`src/rtl/bcd_calc_ctrl_pkg.sv`:
```
// Shared definitions for the 4-digit BCD calculator sequencer:
// state encoding, key codes and the default operand width.
package bcd_calc_ctrl_pkg;

  localparam int DIGITS_DEF = 4;

  localparam logic [3:0] KEY_ADD_DEF = 4'd10;
  localparam logic [3:0] KEY_SUB_DEF = 4'd11;
  localparam logic [3:0] KEY_EQ_DEF  = 4'd12;
  localparam logic [3:0] KEY_CLR_DEF = 4'd13;

  typedef enum logic [2:0] {
    ST_ENTER_A = 3'd0,
    ST_ENTER_B = 3'd1,
    ST_COMPUTE = 3'd2,
    ST_NEGATE  = 3'd3,
    ST_SHOW    = 3'd4
  } state_e;

  function automatic logic is_digit_key(input logic [3:0] k);
    return (k <= 4'd9);
  endfunction

endpackage

```
`src/rtl/bcd_calc_ctrl_if.sv`:
```
// Key input, shared digit-unit handshake and display outputs of the
// calculator sequencer. The sequencer uses the slave side.
interface bcd_calc_ctrl_if
  import bcd_calc_ctrl_pkg::*;
#(
  parameter int DIGITS = DIGITS_DEF
) ();

  logic [3:0]          key_i;
  logic                key_valid_i;
  logic [3:0]          alu_a_o;
  logic [3:0]          alu_b_o;
  logic                alu_cin_o;
  logic                alu_sub_o;
  logic [3:0]          alu_res_i;
  logic                alu_cout_i;
  logic [4*DIGITS-1:0] disp_o;
  logic                busy_o;
  logic                neg_o;
  logic                ovf_o;

  modport slave (
    input  key_i, key_valid_i, alu_res_i, alu_cout_i,
    output alu_a_o, alu_b_o, alu_cin_o, alu_sub_o,
    output disp_o, busy_o, neg_o, ovf_o
  );

  modport master (
    output key_i, key_valid_i, alu_res_i, alu_cout_i,
    input  alu_a_o, alu_b_o, alu_cin_o, alu_sub_o,
    input  disp_o, busy_o, neg_o, ovf_o
  );

endinterface

```
`src/rtl/bcd_entry_reg.sv`:
```
// DIGITS-deep BCD operand register: shift a digit in at digit 0,
// parallel load, or clear. Clear wins over load, load over shift.
module bcd_entry_reg
  import bcd_calc_ctrl_pkg::*;
#(
  parameter int DIGITS = DIGITS_DEF
) (
  input  logic                clk_i,
  input  logic                rst_i,
  input  logic                clr_i,
  input  logic                load_i,
  input  logic [4*DIGITS-1:0] load_val_i,
  input  logic                shift_i,
  input  logic [3:0]          digit_i,
  output logic [4*DIGITS-1:0] q_o
);

  localparam int W = 4 * DIGITS;

  logic [W-1:0] q_q, q_d;

  always_comb begin
    q_d = q_q;
    if (clr_i) begin
      q_d = '0;
    end else if (load_i) begin
      q_d = load_val_i;
    end else if (shift_i) begin
      // top digit falls off the end of the shift
      q_d = (q_q << 4) | W'(digit_i);
    end
  end

  always_ff @(posedge clk_i or negedge rst_i) begin
    if (!rst_i) begin
      q_q <= '0;
    end else begin
      q_q <= q_d;
    end
  end

  assign q_o = q_q;

endmodule

```
`src/rtl/bcd_calc_ctrl.sv`:
```
// Keypress sequencer for the BCD calculator: builds operands A and B and
// schedules the external single-digit add/sub unit, LS digit first.
//
//   state    | meaning
//   ENTER_A  | digit keys shift into A
//   ENTER_B  | digit keys shift into B, '+'/'-' replace the op
//   COMPUTE  | A op B, one digit per cycle, carry/borrow chained
//   NEGATE   | 0 - R after a final borrow, gives the magnitude
//   SHOW     | result on display; digit restarts, '+'/'-' chains R into A
module bcd_calc_ctrl
  import bcd_calc_ctrl_pkg::*;
#(
  parameter int         DIGITS  = DIGITS_DEF,
  parameter logic [3:0] KEY_ADD = KEY_ADD_DEF,
  parameter logic [3:0] KEY_SUB = KEY_SUB_DEF,
  parameter logic [3:0] KEY_EQ  = KEY_EQ_DEF,
  parameter logic [3:0] KEY_CLR = KEY_CLR_DEF
) (
  input  logic            clk_i,
  input  logic            rst_i,
  bcd_calc_ctrl_if.slave  bus
);

  localparam int W     = 4 * DIGITS;
  localparam int IDX_W = (DIGITS > 1) ? $clog2(DIGITS) : 1;
  localparam logic [IDX_W-1:0] IDX_LAST = IDX_W'(DIGITS - 1);

  state_e           state_q, state_d;
  logic             op_q, op_d;
  logic [IDX_W-1:0] idx_q, idx_d;
  logic             carry_q, carry_d;
  logic [W-1:0]     r_q, r_d;
  logic [W-1:0]     disp_q, disp_d;
  logic             neg_q, neg_d;
  logic             ovf_q, ovf_d;

  logic [W-1:0] a_q, b_q;
  logic         a_clr, a_load, a_shift, b_clr, b_shift;
  logic [W-1:0] a_load_val;

  logic       key_dig, key_op, key_sub, key_eq, key_clr;
  logic [3:0] a_dig, b_dig, r_dig;
  logic [3:0] alu_a, alu_b;
  logic       alu_cin, alu_sub;
  logic       busy;

  assign key_dig = bus.key_valid_i && is_digit_key(bus.key_i);
  assign key_sub = (bus.key_i == KEY_SUB);
  assign key_op  = bus.key_valid_i && ((bus.key_i == KEY_ADD) || key_sub);
  assign key_eq  = bus.key_valid_i && (bus.key_i == KEY_EQ);
  assign key_clr = bus.key_valid_i && (bus.key_i == KEY_CLR);

  assign busy = (state_q == ST_COMPUTE) || (state_q == ST_NEGATE);

  bcd_entry_reg #(.DIGITS(DIGITS)) u_reg_a (
    .clk_i      (clk_i),
    .rst_i      (rst_i),
    .clr_i      (a_clr),
    .load_i     (a_load),
    .load_val_i (a_load_val),
    .shift_i    (a_shift),
    .digit_i    (bus.key_i),
    .q_o        (a_q)
  );

  bcd_entry_reg #(.DIGITS(DIGITS)) u_reg_b (
    .clk_i      (clk_i),
    .rst_i      (rst_i),
    .clr_i      (b_clr),
    .load_i     (1'b0),
    .load_val_i ('0),
    .shift_i    (b_shift),
    .digit_i    (bus.key_i),
    .q_o        (b_q)
  );

  always_comb begin
    a_dig = '0;
    b_dig = '0;
    r_dig = '0;
    for (int i = 0; i < DIGITS; i++) begin
      if (idx_q == IDX_W'(i)) begin
        a_dig = a_q[4*i +: 4];
        b_dig = b_q[4*i +: 4];
        r_dig = r_q[4*i +: 4];
      end
    end
  end

  always_comb begin
    state_d    = state_q;
    op_d       = op_q;
    idx_d      = idx_q;
    carry_d    = carry_q;
    r_d        = r_q;
    neg_d      = neg_q;
    ovf_d      = ovf_q;
    a_clr      = 1'b0;
    a_load     = 1'b0;
    a_load_val = '0;
    a_shift    = 1'b0;
    b_clr      = 1'b0;
    b_shift    = 1'b0;
    alu_a      = '0;
    alu_b      = '0;
    alu_cin    = 1'b0;
    alu_sub    = 1'b0;

    case (state_q)
      ST_ENTER_A: begin
        if (key_dig) begin
          a_shift = 1'b1;
        end else if (key_op) begin
          op_d    = key_sub;
          b_clr   = 1'b1;
          state_d = ST_ENTER_B;
        end
      end

      ST_ENTER_B: begin
        if (key_dig) begin
          b_shift = 1'b1;
        end else if (key_op) begin
          op_d = key_sub;
        end else if (key_eq) begin
          neg_d   = 1'b0;
          ovf_d   = 1'b0;
          idx_d   = '0;
          carry_d = 1'b0;
          state_d = ST_COMPUTE;
        end
      end

      ST_COMPUTE: begin
        alu_a   = a_dig;
        alu_b   = b_dig;
        alu_cin = carry_q;
        alu_sub = op_q;
        carry_d = bus.alu_cout_i;
        idx_d   = idx_q + IDX_W'(1);
        if (idx_q == IDX_LAST) begin
          idx_d   = '0;
          carry_d = 1'b0;
          if (op_q && bus.alu_cout_i) begin
            state_d = ST_NEGATE;
          end else begin
            ovf_d   = ~op_q & bus.alu_cout_i;
            state_d = ST_SHOW;
          end
        end
      end

      ST_NEGATE: begin
        alu_b   = r_dig;
        alu_cin = carry_q;
        alu_sub = 1'b1;
        carry_d = bus.alu_cout_i;
        idx_d   = idx_q + IDX_W'(1);
        if (idx_q == IDX_LAST) begin
          idx_d   = '0;
          carry_d = 1'b0;
          neg_d   = 1'b1;
          state_d = ST_SHOW;
        end
      end

      ST_SHOW: begin
        if (key_dig) begin
          a_load     = 1'b1;
          a_load_val = W'(bus.key_i);
          b_clr      = 1'b1;
          neg_d      = 1'b0;
          ovf_d      = 1'b0;
          state_d    = ST_ENTER_A;
        end else if (key_op && !neg_q && !ovf_q) begin
          // chain the result as the next A operand
          a_load     = 1'b1;
          a_load_val = r_q;
          op_d       = key_sub;
          b_clr      = 1'b1;
          state_d    = ST_ENTER_B;
        end
      end

      default: state_d = ST_ENTER_A;
    endcase

    if (busy) begin
      for (int i = 0; i < DIGITS; i++) begin
        if (idx_q == IDX_W'(i)) begin
          r_d[4*i +: 4] = bus.alu_res_i;
        end
      end
    end

    if (key_clr) begin
      state_d = ST_ENTER_A;
      op_d    = 1'b0;
      idx_d   = '0;
      carry_d = 1'b0;
      r_d     = '0;
      neg_d   = 1'b0;
      ovf_d   = 1'b0;
      a_clr   = 1'b1;
      b_clr   = 1'b1;
    end
  end

  always_comb begin
    disp_d = disp_q;
    case (state_q)
      ST_ENTER_A:                       disp_d = a_q;
      ST_ENTER_B, ST_COMPUTE, ST_NEGATE: disp_d = b_q;
      ST_SHOW:                          disp_d = r_q;
      default:                          disp_d = '0;
    endcase
    if (key_clr) begin
      disp_d = '0;
    end
  end

  always_ff @(posedge clk_i or negedge rst_i) begin
    if (!rst_i) begin
      state_q <= ST_ENTER_A;
      op_q    <= 1'b0;
      idx_q   <= '0;
      carry_q <= 1'b0;
      r_q     <= '0;
      disp_q  <= '0;
      neg_q   <= 1'b0;
      ovf_q   <= 1'b0;
    end else begin
      state_q <= state_d;
      op_q    <= op_d;
      idx_q   <= idx_d;
      carry_q <= carry_d;
      r_q     <= r_d;
      disp_q  <= disp_d;
      neg_q   <= neg_d;
      ovf_q   <= ovf_d;
    end
  end

  assign bus.alu_a_o   = alu_a;
  assign bus.alu_b_o   = alu_b;
  assign bus.alu_cin_o = alu_cin;
  assign bus.alu_sub_o = alu_sub;
  assign bus.disp_o    = disp_q;
  assign bus.busy_o    = busy;
  assign bus.neg_o     = neg_q;
  assign bus.ovf_o     = ovf_q;

endmodule

```
`src/flat_wrapper.sv`:
```
// flat-port wrapper written by rule: the top's interface ports become plain ports
module bcd_calc_ctrl_flat import bcd_calc_ctrl_pkg::*;
#(
  parameter int         DIGITS  = DIGITS_DEF,
  parameter logic [3:0] KEY_ADD = KEY_ADD_DEF,
  parameter logic [3:0] KEY_SUB = KEY_SUB_DEF,
  parameter logic [3:0] KEY_EQ  = KEY_EQ_DEF,
  parameter logic [3:0] KEY_CLR = KEY_CLR_DEF
)
  (clk_i, rst_i, bus_key_i, bus_key_valid_i, bus_alu_res_i, bus_alu_cout_i, bus_alu_a_o, bus_alu_b_o, bus_alu_cin_o, bus_alu_sub_o, bus_disp_o, bus_busy_o, bus_neg_o, bus_ovf_o);
  bcd_calc_ctrl_if #(.DIGITS(DIGITS)) bus_i ();
  input  logic clk_i;
  input  logic rst_i;
  input wire logic [$bits(bus_i.key_i)-1:0] bus_key_i;
  input wire logic [$bits(bus_i.key_valid_i)-1:0] bus_key_valid_i;
  input wire logic [$bits(bus_i.alu_res_i)-1:0] bus_alu_res_i;
  input wire logic [$bits(bus_i.alu_cout_i)-1:0] bus_alu_cout_i;
  output wire logic [$bits(bus_i.alu_a_o)-1:0] bus_alu_a_o;
  output wire logic [$bits(bus_i.alu_b_o)-1:0] bus_alu_b_o;
  output wire logic [$bits(bus_i.alu_cin_o)-1:0] bus_alu_cin_o;
  output wire logic [$bits(bus_i.alu_sub_o)-1:0] bus_alu_sub_o;
  output wire logic [$bits(bus_i.disp_o)-1:0] bus_disp_o;
  output wire logic [$bits(bus_i.busy_o)-1:0] bus_busy_o;
  output wire logic [$bits(bus_i.neg_o)-1:0] bus_neg_o;
  output wire logic [$bits(bus_i.ovf_o)-1:0] bus_ovf_o;
  assign bus_i.key_i = bus_key_i;
  assign bus_i.key_valid_i = bus_key_valid_i;
  assign bus_i.alu_res_i = bus_alu_res_i;
  assign bus_i.alu_cout_i = bus_alu_cout_i;
  assign bus_alu_a_o = bus_i.alu_a_o;
  assign bus_alu_b_o = bus_i.alu_b_o;
  assign bus_alu_cin_o = bus_i.alu_cin_o;
  assign bus_alu_sub_o = bus_i.alu_sub_o;
  assign bus_disp_o = bus_i.disp_o;
  assign bus_busy_o = bus_i.busy_o;
  assign bus_neg_o = bus_i.neg_o;
  assign bus_ovf_o = bus_i.ovf_o;
  bcd_calc_ctrl #(.DIGITS(DIGITS), .KEY_ADD(KEY_ADD), .KEY_SUB(KEY_SUB), .KEY_EQ(KEY_EQ), .KEY_CLR(KEY_CLR)) u_core (.clk_i(clk_i), .rst_i(rst_i), .bus(bus_i));
endmodule
```
`config.mk`:
```
export PLATFORM = sky130hd
export DESIGN_NAME = bcd_calc_ctrl_flat
export DESIGN_NICKNAME = d
export VERILOG_FILES = /design/src/rtl/bcd_calc_ctrl_pkg.sv /design/src/rtl/bcd_calc_ctrl_if.sv /design/src/rtl/bcd_entry_reg.sv /design/src/rtl/bcd_calc_ctrl.sv /design/src/flat_wrapper.sv
export SDC_FILE = /design/constraint.sdc
export NUM_CORES = 1
export LEC_CHECK = 0
export ABC_AREA = 1
export CAP_MARGIN = 30
export CORE_MARGIN = 2
export CORE_UTILIZATION = 57
export DETAILED_ROUTE_END_ITERATION = 16
export PLACE_DENSITY = 0.87
export REMOVE_ABC_BUFFERS = 1
export SETUP_SLACK_MARGIN = 0.4
export SYNTH_ARGS = -nofsm -noshare
export SYNTH_HDL_FRONTEND = slang
export SYNTH_SLANG_ARGS = --single-unit
export TNS_END_PERCENT = 5
```
`constraint.sdc`:
```
create_clock -name clk_i -period 2.4 [get_ports clk_i]
set_input_delay 0.72 -clock clk_i [delete_from_list [all_inputs] [get_ports clk_i]]
set_output_delay 0.72 -clock clk_i [all_outputs]
set_load 0.03 [all_outputs]
```
* Word-level counts from Yosys, hierarchy flattened
Index checks and enable logic that the tools add are counted.
** Word-level totals
- Logic and storage cells :: 161
- Output and inout bits :: 29
- Flip-flop bits (word level) :: 73
** Operators by class
- Bitwise operators :: 4
- Reductions and logical operators :: 36
- Equality and inequality tests :: 25
- $lt $le $gt $ge :: 1
- Muxes and demuxes :: 81
- $add $sub $neg :: 1
** Operator list (count)
- two-way mux 16 bit :: 11
- two-way mux 4 bit :: 17
- one-hot mux 16 bit (3 select lines) :: 1
- two-way mux 3 bit :: 11
- bitwise OR 16 x 4 -> 16 bit :: 2
- two-way mux 1 bit :: 27
- equality test 4 bit, second input constant :: 4
- != test 3 x 1 -> 1 bit, second input constant :: 5
- != test 3 bit, second input constant :: 5
- one-hot mux 3 bit (5 select lines) :: 1
- nonzero test 2 bit :: 6
- two-way mux 2 bit :: 5
- != test 3 x 2 -> 1 bit, second input constant :: 3
- nonzero test 3 bit :: 3
- one-hot mux 1 bit (2 select lines) :: 4
- one-hot mux 4 bit (2 select lines) :: 1
- AND reduction 2 bit :: 4
- AND reduction 8 bit :: 1
- nonzero test 4 bit :: 2
- logical AND 1 bit :: 7
- AND reduction 7 bit :: 1
- equality test 3 x 2 -> 1 bit, second input constant :: 2
- one-hot mux 1 bit (3 select lines) :: 2
- AND reduction 6 bit :: 1
- other kinds (18) :: 22

* Longest topological paths before layout
Gate-level depths: netlist of the first run.
- Depth after elaboration :: 10
- Mapped depth :: 10

* Cells and area by module
Synthesis of the first run repeated with hierarchy kept, for this count alone.
** Second synthesis, totals
- Cell total of the unflattened synthesis :: 646
- Area total of the unflattened synthesis :: 4478.0 µm²
** Modules (own cells, without submodules)
- bcd_calc_ctrl :: area an instance 2743.9 µm², seq. area each 1026.0 µm², cells each 402, times used 1
- bcd_entry_reg :: area an instance 867.1 µm², seq. area each 400.4 µm², cells each 122, times used 2

* Worst setup path after synthesis of the first run
Ideal clock, no wire load.
- Path type :: flip-flop to output port
- From :: register u_core.idx_q[0]
- To :: output bus_alu_b_o[0]
- Data required time :: 1680 ps
- Setup slack :: -256 ps
- Stages on the path, launching flop included :: 10
- Path buffers :: 1
- Data arrival time :: 1936 ps
- Cell sequence :: dfrtp_1 inv_1 ha_1 clkbuf_1 nand3_1 nand2_1 o21ai_0 nand2_1 o21ai_0 o21ai_0
** On the way
- Word-level cells in the longest chain between the ends :: 6
** RTL lines
- start, declared :: RTL line bcd_calc_ctrl.sv:30 : logic [IDX_W-1:0] idx_q, idx_d;
- start signal, assigned :: RTL line bcd_calc_ctrl.sv:235 : idx_q <= idx_d;
- logical NOT 2 bit :: RTL line bcd_calc_ctrl.sv:82 : if (idx_q == IDX_W'(i)) begin
- two-way mux 4 bit (4 in a row) :: RTL line bcd_calc_ctrl.sv:82
- one-hot mux 4 bit (2 select lines) (*) :: RTL line bcd_calc_ctrl.sv:109 : case (state_q)
- end, declared :: RTL line flat_wrapper.sv:19 : output wire logic [$bits(bus_i.alu_b_o)-1:0] bus_alu_b_o;
Every way passes the cells marked *; elsewhere a longest branch is shown, timed or not.

* Worst setup path after layout of the first run
- From :: register u_core.idx_q[1]
- To :: output bus_alu_b_o[0]
The elaborated chain is that of the path after synthesis.

==> results of run 1 <==
cell usage in the layout, fill, tap and decap left out, drive strengths merged:
cell           count
a21oi             41
buf               53
bufinv             2
clkbuf             9
clkdlybuf4s50      5
clkinv             4
clkinvlp           2
dfrtp             73
dlygate4sd2       18
dlymetal6s2s       5
ha                 4
inv               71
nand2            150
nand3             56
nand4             17
nor2              65
nor3               2
nor3b              1
nor4               1
o211ai             9
o21ai             45
o221ai            12
o22ai              4
o31ai              1
or2                1
critical path, cell delays in order (launching register included):
cell,delay (ps)
dfrtp_1,420
inv_2,130
ha_4,180
clkinv_4,70
buf_6,130
o21ai_1,90
o21ai_1,90
o21ai_1,180
nand2_1,100
o21ai_2,70
buf_6,150
where the power goes:
part           total, uW  internal (uW)  switching (uW)  leakage, uW
Clock               1120            594             525     0.000111
Sequential          2140           1710             434     0.000953
Combinational       3680           1340            2340      0.00174
Total               6940           3640            3290      0.00280
cell families after synthesis:
kind of cell / after synthesis
AOI/OAI and AO/OA: 112
and+or+nand+nor: 293
adders and majority gates: 4
DFF: 73
buffers and inverters: 99
cell type report:
cell class | instances | area, sq um
clock buffer | 9 | 124
timing repair buffer | 81 | 777
clock inverter | 7 | 98.8
tap | 99 | 124
multi-input combinational | 409 | 2130
inverter | 72 | 290
sequential | 73 | 1830
fill | 538 | 1800
registers in the layout, summed over array words and instances, names as in the netlist:
name	flops
u_core.bus.neg_o	1
u_core.u_reg_b.q_o	16
u_core.state_q	3
u_core.carry_q	1
u_core.r_q	16
u_core.bus.ovf_o	1
u_core.u_reg_a.q_o	16
u_core.bus.disp_o	16
u_core.op_q	1
u_core.idx_q	2
timing repair:
item                                    in CTS  in global routing
endpoints found under the setup margin      68                 66
resized for setup                           87                 33
gates cloned                                 1                  0
setup buffers                                6                  2
pin swaps                                   17                 15
through the flow:
step | TNS (ps) | hold WS [ps]
after floorplan | -1160 | 424
after global placement | -172 | 498
after detailed placement | -952 | 506
after CTS | -1530 | 274
after global routing | -2470 | 295
final | -1810 | 266
metal layers:
layer	vias up	wire (um)
met2	346	6210
met5	-	0
li1	2050	-
met1	2108	5320
met3	65	1570
met4	0	513
worst max-delay path by stage:
stage | start | end | slack (ps) | cells after the start
2_1_floorplan | u_core.idx_q[1]$_DFFE_PN0P_ | bus_alu_b_o[0] | -260 | 9
3_3_place_gp | u_core.idx_q[0]$_DFFE_PN0P_ | bus_alu_b_o[0] | -130 | 9
3_5_place_dp | u_core.idx_q[0]$_DFFE_PN0P_ | bus_alu_b_o[0] | -190 | 9
4_1_cts | u_core.idx_q[0]$_DFFE_PN0P_ | bus_alu_b_o[1] | -220 | 11
5_1_grt | u_core.idx_q[1]$_DFFE_PN0P_ | bus_alu_b_o[0] | -360 | 10
6_report | u_core.idx_q[1]$_DFFE_PN0P_ | bus_alu_b_o[0] | -310 | 10
==> results.md, run 1 <==
* Die extent in y at 89.8 um
* Clock Skew at 9.85 ps
* Maximum number of pins on one net before global-route repair at 46
* Number of enable-type register cells in the synthesized netlist at 0
* Period minus WS final at 2710 ps
* Final net count at 662
* Startpoint of the worst-slack reg-to-reg timing path: u_core.state_q[0]$_DFFE_PN0P_
* Simple logic cell fraction of the synthesized area at 29.8%
* Gate count after technology mapping at 581
* Number of antenna diodes at 0
* Maximum root-to-sink buffer count at 2
* Relative slew slack at 53.7%
* F_max at 369 MHz
* Register bit count reported by yosys at 73
* Outcome: complete, but fails checks
* Power per unit of standard cell area at 1290 mW/mm^2
* Tcrit/Tclk final at 113%
* TritonCTS clock tree: done
* Proportion of register bits with asynchronous set or reset after synthesis at 100%
* Largest driver fanout on the critical path at 5
* Initial drt markers at 516
* Util after Layout at 74.9%
* Met1 demand-to-capacity share in global routing at 47.0%
* Antenna violations before repair at 0
* TritonCTS sink count at 73
* Reg2reg setup slack at 500 ps
* Num rows at 31
* Most used standard cells in the synthesized netlist: 145 x nand2_1, 73 x dfrtp_1, 67 x inv_1, 63 x nor2_1, 55 x nand3_1
* Clk Latency, worst-skew pair at 370 ps
* Number of unique standard cell types used by synthesis at 32
* Class of the most critical setup path: register to primary output
* CTS Hold Bufs at 0
* Yosys synthesis warning count at 0
* Final Hold Viols at 0
* Nature of the critical path endpoint: primary output
* Inserted Clock Buffers at 9
* Effective utilization at floorplan at 58.5%
* GR Overflow Total at 0
* Top post-synthesis cells by area: dfrtp_1 44%, nand2_1 13%, nand3_1 6.6%
* Place WS at -186 ps
* Adder-cell share of the synthesized area at 1.19%
* Primary FF master, synth: dfrtp_1
* Number of max-slew violations in the final report at 0
* Worst min path class: input pin to asynchronous set/reset pin
* Count of non-filler cells in the finished layout at 750
* Total half-perimeter wirelength after legalization and detailed placement at 9100 um
* Number of endpoints failing setup at the final stage at 8
* Area share of the largest cell type after synthesis at 43.5%
* Max-capacitance violation count at 0
* Synthesized-area fraction occupied by ao, oa, aoi and oai cells at 15.7%
* Library cell with the highest instance count after synthesis: nand2_1
* Transition at the pin with the smallest max-transition slack at 692 ps
* Startpoint type of the worst setup path: register
* Netlist Area Pre-Place at 0.00420 sq mm
* Area after DPL at 0.00483 sq mm
* Multiplexer fraction of the synthesized cell area at 0%
* Antenna violation net count after detailed routing at 0
* Met2 global-route usage at 52.5%
* I/O pin count at 41
* Clock-pin slew on the worst setup and hold paths at 80 ps
* Required time of the worst setup path at 1680 ps
* R2r worst-path depth at 6
* Post-route cell area at 0.00537 sq mm
* Synthesized area per cell at 7.23 sq um
* Final routed wirelength across all metal layers at 13,600 um
* Final weighted congestion in routability-driven placement at 0.935
* Post-synthesis xor/xnor area fraction at 0%
* Share of layout cells above drive strength 1 at 18.9%
* Post-synthesis cell type with the largest combined area: dfrtp_1
* Pre-antenna DRT Iters at 6
* Vias at 4,569
* Combinational family with the most area after synthesis: simple AND/OR/NAND/NOR gates
* Via density at 6.09
* Total global-route track usage at 33.6%
* Static leakage power at 0.00280 uW
* Root cell of the clock tree: clkbuf_8
* Violations in the final reports: setup timing
* VDD IR-drop max at 816 uV
* Setup ws final at -313 ps
* CP Data Arrival Time at 1990 ps
* Reg-to-reg endpoint: u_core.idx_q[1]$_DFFE_PN0P_
* Most heavily used metal layer in global routing: met2
* IO buf count at 40
* Placed Instances at 725
* Die area at 0.00807 sq mm
* Placeable core region at 0.00718 sq mm
* Area growth, synth to finish at 27.9%
* Remaining design rule violation count at 0
* Die X at 89.8 um
* Sequential share of the synthesized area at 43.5%
* Unrepaired setup endpoints after global routing: true
* First-pass GRT wire length at 21,600 um
* Power, Total at 6940 uW
* Global-route met3 utilization at 5.78%
* Vias in the first global route at 4,228
* Routed len/inst at 18.2 um
* Number of H-tree branching levels at 3
Note: power is estimated with default switching activity, not from simulation.
==> inputs of run 2 (changes only) <==
Settings changed: CORE_ASPECT_RATIO set to 1.75, TNS_END_PERCENT 5 to 50.
==> results.md, run 2 (synthesis results as in run 1) <==
* Outcome: complete, but fails checks (unchanged)
* Violations in the final reports: setup timing (unchanged)
* Util after Layout at 82.5% (was 74.9%)
* Place WS at -60.7 ps (was -186 ps)
* Max-capacitance violation count at 0 (unchanged)
* Worst path slowest cell: dfrtp_1 (unchanged)
* Summed negative setup slack over all endpoints at -2070 ps (was -1810 ps)
* Share of layout cells above drive strength 1 at 25.0% (was 18.9%)
* Effective utilization at floorplan at 58.5% (about the same)
* Tcrit/Tclk final at 114% (was 113%)
* Num rows at 41 (was 31)
* Number of max-slew violations in the final report at 0 (unchanged)
* Clk Latency, worst-skew pair at 350 ps (was 370 ps)
* Startpoint type of the worst setup path: register (unchanged)
* Number of endpoints failing setup at the final stage at 8 (unchanged)
* GR Overflow Total at 0 (unchanged)
* Clock-pin slew on the worst setup and hold paths at 60 ps (was 80 ps)
* Area growth, synth to finish at 41.1% (was 27.9%)
* Largest driver fanout on the critical path at 9 (was 5)
* TritonCTS clock tree: done (unchanged)
* Power per unit of standard cell area at 1390 mW/mm^2 (was 1290 mW/mm^2)
* Number of antenna diodes at 0 (unchanged)
* Die area at 0.00810 sq mm (was 0.00807 sq mm)
* Sequence of cells on the critical path: inv_2 -> ha_4 -> clkinv_8 -> buf_16 -> o21ai_0 -> o22ai_1 -> nand2_1 -> nand3_1 -> nand2_1 -> buf_6 (was inv_2 -> ha_4 -> clkinv_4 -> buf_6 -> o21ai_1 -> o21ai_1 -> o21ai_1 -> nand2_1 -> o21ai_2 -> buf_6)
* R2r worst-path depth at 10 (was 6)
* Post-route cell area at 0.00593 sq mm (was 0.00537 sq mm)
* Final Hold Viols at 0 (unchanged)
* Antenna violation net count after detailed routing at 0 (unchanged)
* Class of the most critical setup path: register to primary output (unchanged)
* Pre-antenna DRT Iters at 7 (was 6)
* Clock Skew at 6.70 ps (was 9.85 ps)
* Static leakage power at 0.00304 uW (was 0.00280 uW)
* Commonest cells after routing, fill and taps aside: 139 x nand2_1, 71 x dfrtp_1, 59 x inv_1 (was 140 x nand2_1, 72 x dfrtp_1, 60 x inv_1)
* Relative slew slack at 48.5% (was 53.7%)
* Routed len/inst at 22.7 um (was 18.2 um)
* Period minus WS final at 2720 ps (was 2710 ps)
* Final net count at 685 (was 662)
* Nature of the critical path endpoint: primary output (unchanged)
* VDD IR-drop max at 1210 uV (was 816 uV)
* Via density at 6.66 (was 6.09)
* Vias at 5,049 (was 4,569)
* Most common library cell in the layout ignoring fill and taps: nand2_1 (unchanged)
* Library cell appearing most often on the critical path: nand2_1 (was o21ai_1)
* Die extent in y at 118 um (was 89.8 um)
* Final routed wirelength across all metal layers at 17,200 um (was 13,600 um)
* Transition at the pin with the smallest max-transition slack at 770 ps (was 692 ps)
* F_max at 367 MHz (was 369 MHz)
* CTS Hold Bufs at 0 (unchanged)
* Hold Worst Slack at 349 ps (was 266 ps)
* Remaining design rule violation count at 0 (unchanged)
* Total half-perimeter wirelength after legalization and detailed placement at 9060 um (was 9100 um)
* Setup ws final at -324 ps (was -313 ps)
* Area after DPL at 0.00484 sq mm (was 0.00483 sq mm)
* Unrepaired setup endpoints after global routing: true (unchanged)
* Maximum number of pins on one net before global-route repair at 42 (was 46)
* Initial drt markers at 1,187 (was 516)
* First-pass GRT wire length at 24,700 um (was 21,600 um)
* TritonCTS sink count at 73 (unchanged)
* Inserted Clock Buffers at 9 (unchanged)
* Placeable core region at 0.00718 sq mm (about the same)
* Total global-route track usage at 41.6% (was 33.6%)
* I/O pin count at 41 (unchanged)
* Maximum root-to-sink buffer count at 2 (unchanged)
* Longest individual stage delay on the worst path at 420 ps (about the same)
* Number of H-tree branching levels at 3 (unchanged)
* Final weighted congestion in routability-driven placement at 0.962 (was 0.935)
* Antenna violations before repair at 0 (unchanged)
* CP Data Arrival Time at 2000 ps (was 1990 ps)
* Required time of the worst setup path at 1680 ps (about the same)
* Die X at 68.9 um (was 89.8 um)
* Vias in the first global route at 4,826 (was 4,228)
* Root cell of the clock tree: clkbuf_16 (was clkbuf_8)
* IO buf count at 40 (unchanged)
* Worst min path class: input pin to asynchronous set/reset pin (unchanged)
run 2: cell types whose count changed in the layout (fill, tap and decap cells not counted), moves of 4 or more:
cell,before,now
buf_4,31,43
clkbuf_16,0,9
clkbuf_8,9,1
nor2_1,56,48
buf_12,3,10
a21oi_1,33,27
a21oi_2,6,11
nor2_2,5,10
dlymetal6s2s_1,5,1
o21ai_0,26,22
run 2: through the flow:
stage / power [uW] / std cells
2_1_floorplan: 4030 / 554
3_3_place_gp: 5210 / 708
3_5_place_dp: 5290 / 708
4_1_cts: 7440 / 746
5_1_grt: 8530 / 758
6_report: 8230 / 758
run 2: final timing paths:
check	startpoint	slack, ps	endpoint
max	u_core.idx_q[1]$_DFFE_PN0P_	-320	bus_alu_b_o[2]
min	rst_i	350	u_core.bus.disp_o[12]$_DFF_PN0_
max reg2reg	u_core.state_q[1]$_DFFE_PN0P_	340	u_core.bus.disp_o[11]$_DFF_PN0_
min reg2reg	u_core.bus.neg_o$_DFFE_PN0P_	510	u_core.bus.neg_o$_DFFE_PN0P_
max in group asynchronous	rst_i	1490	u_core.state_q[2]$_DFFE_PN0P_
min in group clk_i	u_core.bus.neg_o$_DFFE_PN0P_	510	u_core.bus.neg_o$_DFFE_PN0P_
run 2: area by class of cell:
| class | instances | area [sq um] |
|---|---|---|
| Clock inverter | 3 | 90.1 |
| Tap cell | 86 | 108 |
| Sequential cell | 73 | 1830 |
| Clock buffer | 11 | 243 |
| Multi-Input combinational cell | 410 | 2250 |
| Timing Repair Buffer | 103 | 1100 |
| Inverter | 72 | 307 |
| Fill cell | 394 | 1260 |
run 2: worst max-delay path, delay by kind of cell, from the launching register on:
kind            cells  cell delay, ps
buf+inv             4             480
simple gates        3             250
flops               1             420
compound gates      2             310
fa+ha+maj           1             190
run 2: per-layer routing:
metal | global-route usage (%) | routed length (um)
met2 | 63.0 | 8110
met5 | 0 | 0
met1 | 48.2 | 5250
met3 | 10.7 | 2030
met4 | 31.9 | 1800
run 2: power by group:
part	internal [uW]	switching [uW]	total, uW
clock	1030	531	1560
combinational	1710	2710	4420
sequential	1720	525	2240
total	4460	3770	8230
run 2: what timing repair did:
item                       4_1_cts  5_1_grt
setup endpoints to repair       78       74
setup buffers                   19       11
gates cloned                     5        1
gates resized for setup         96       60
pin swaps                       13       22
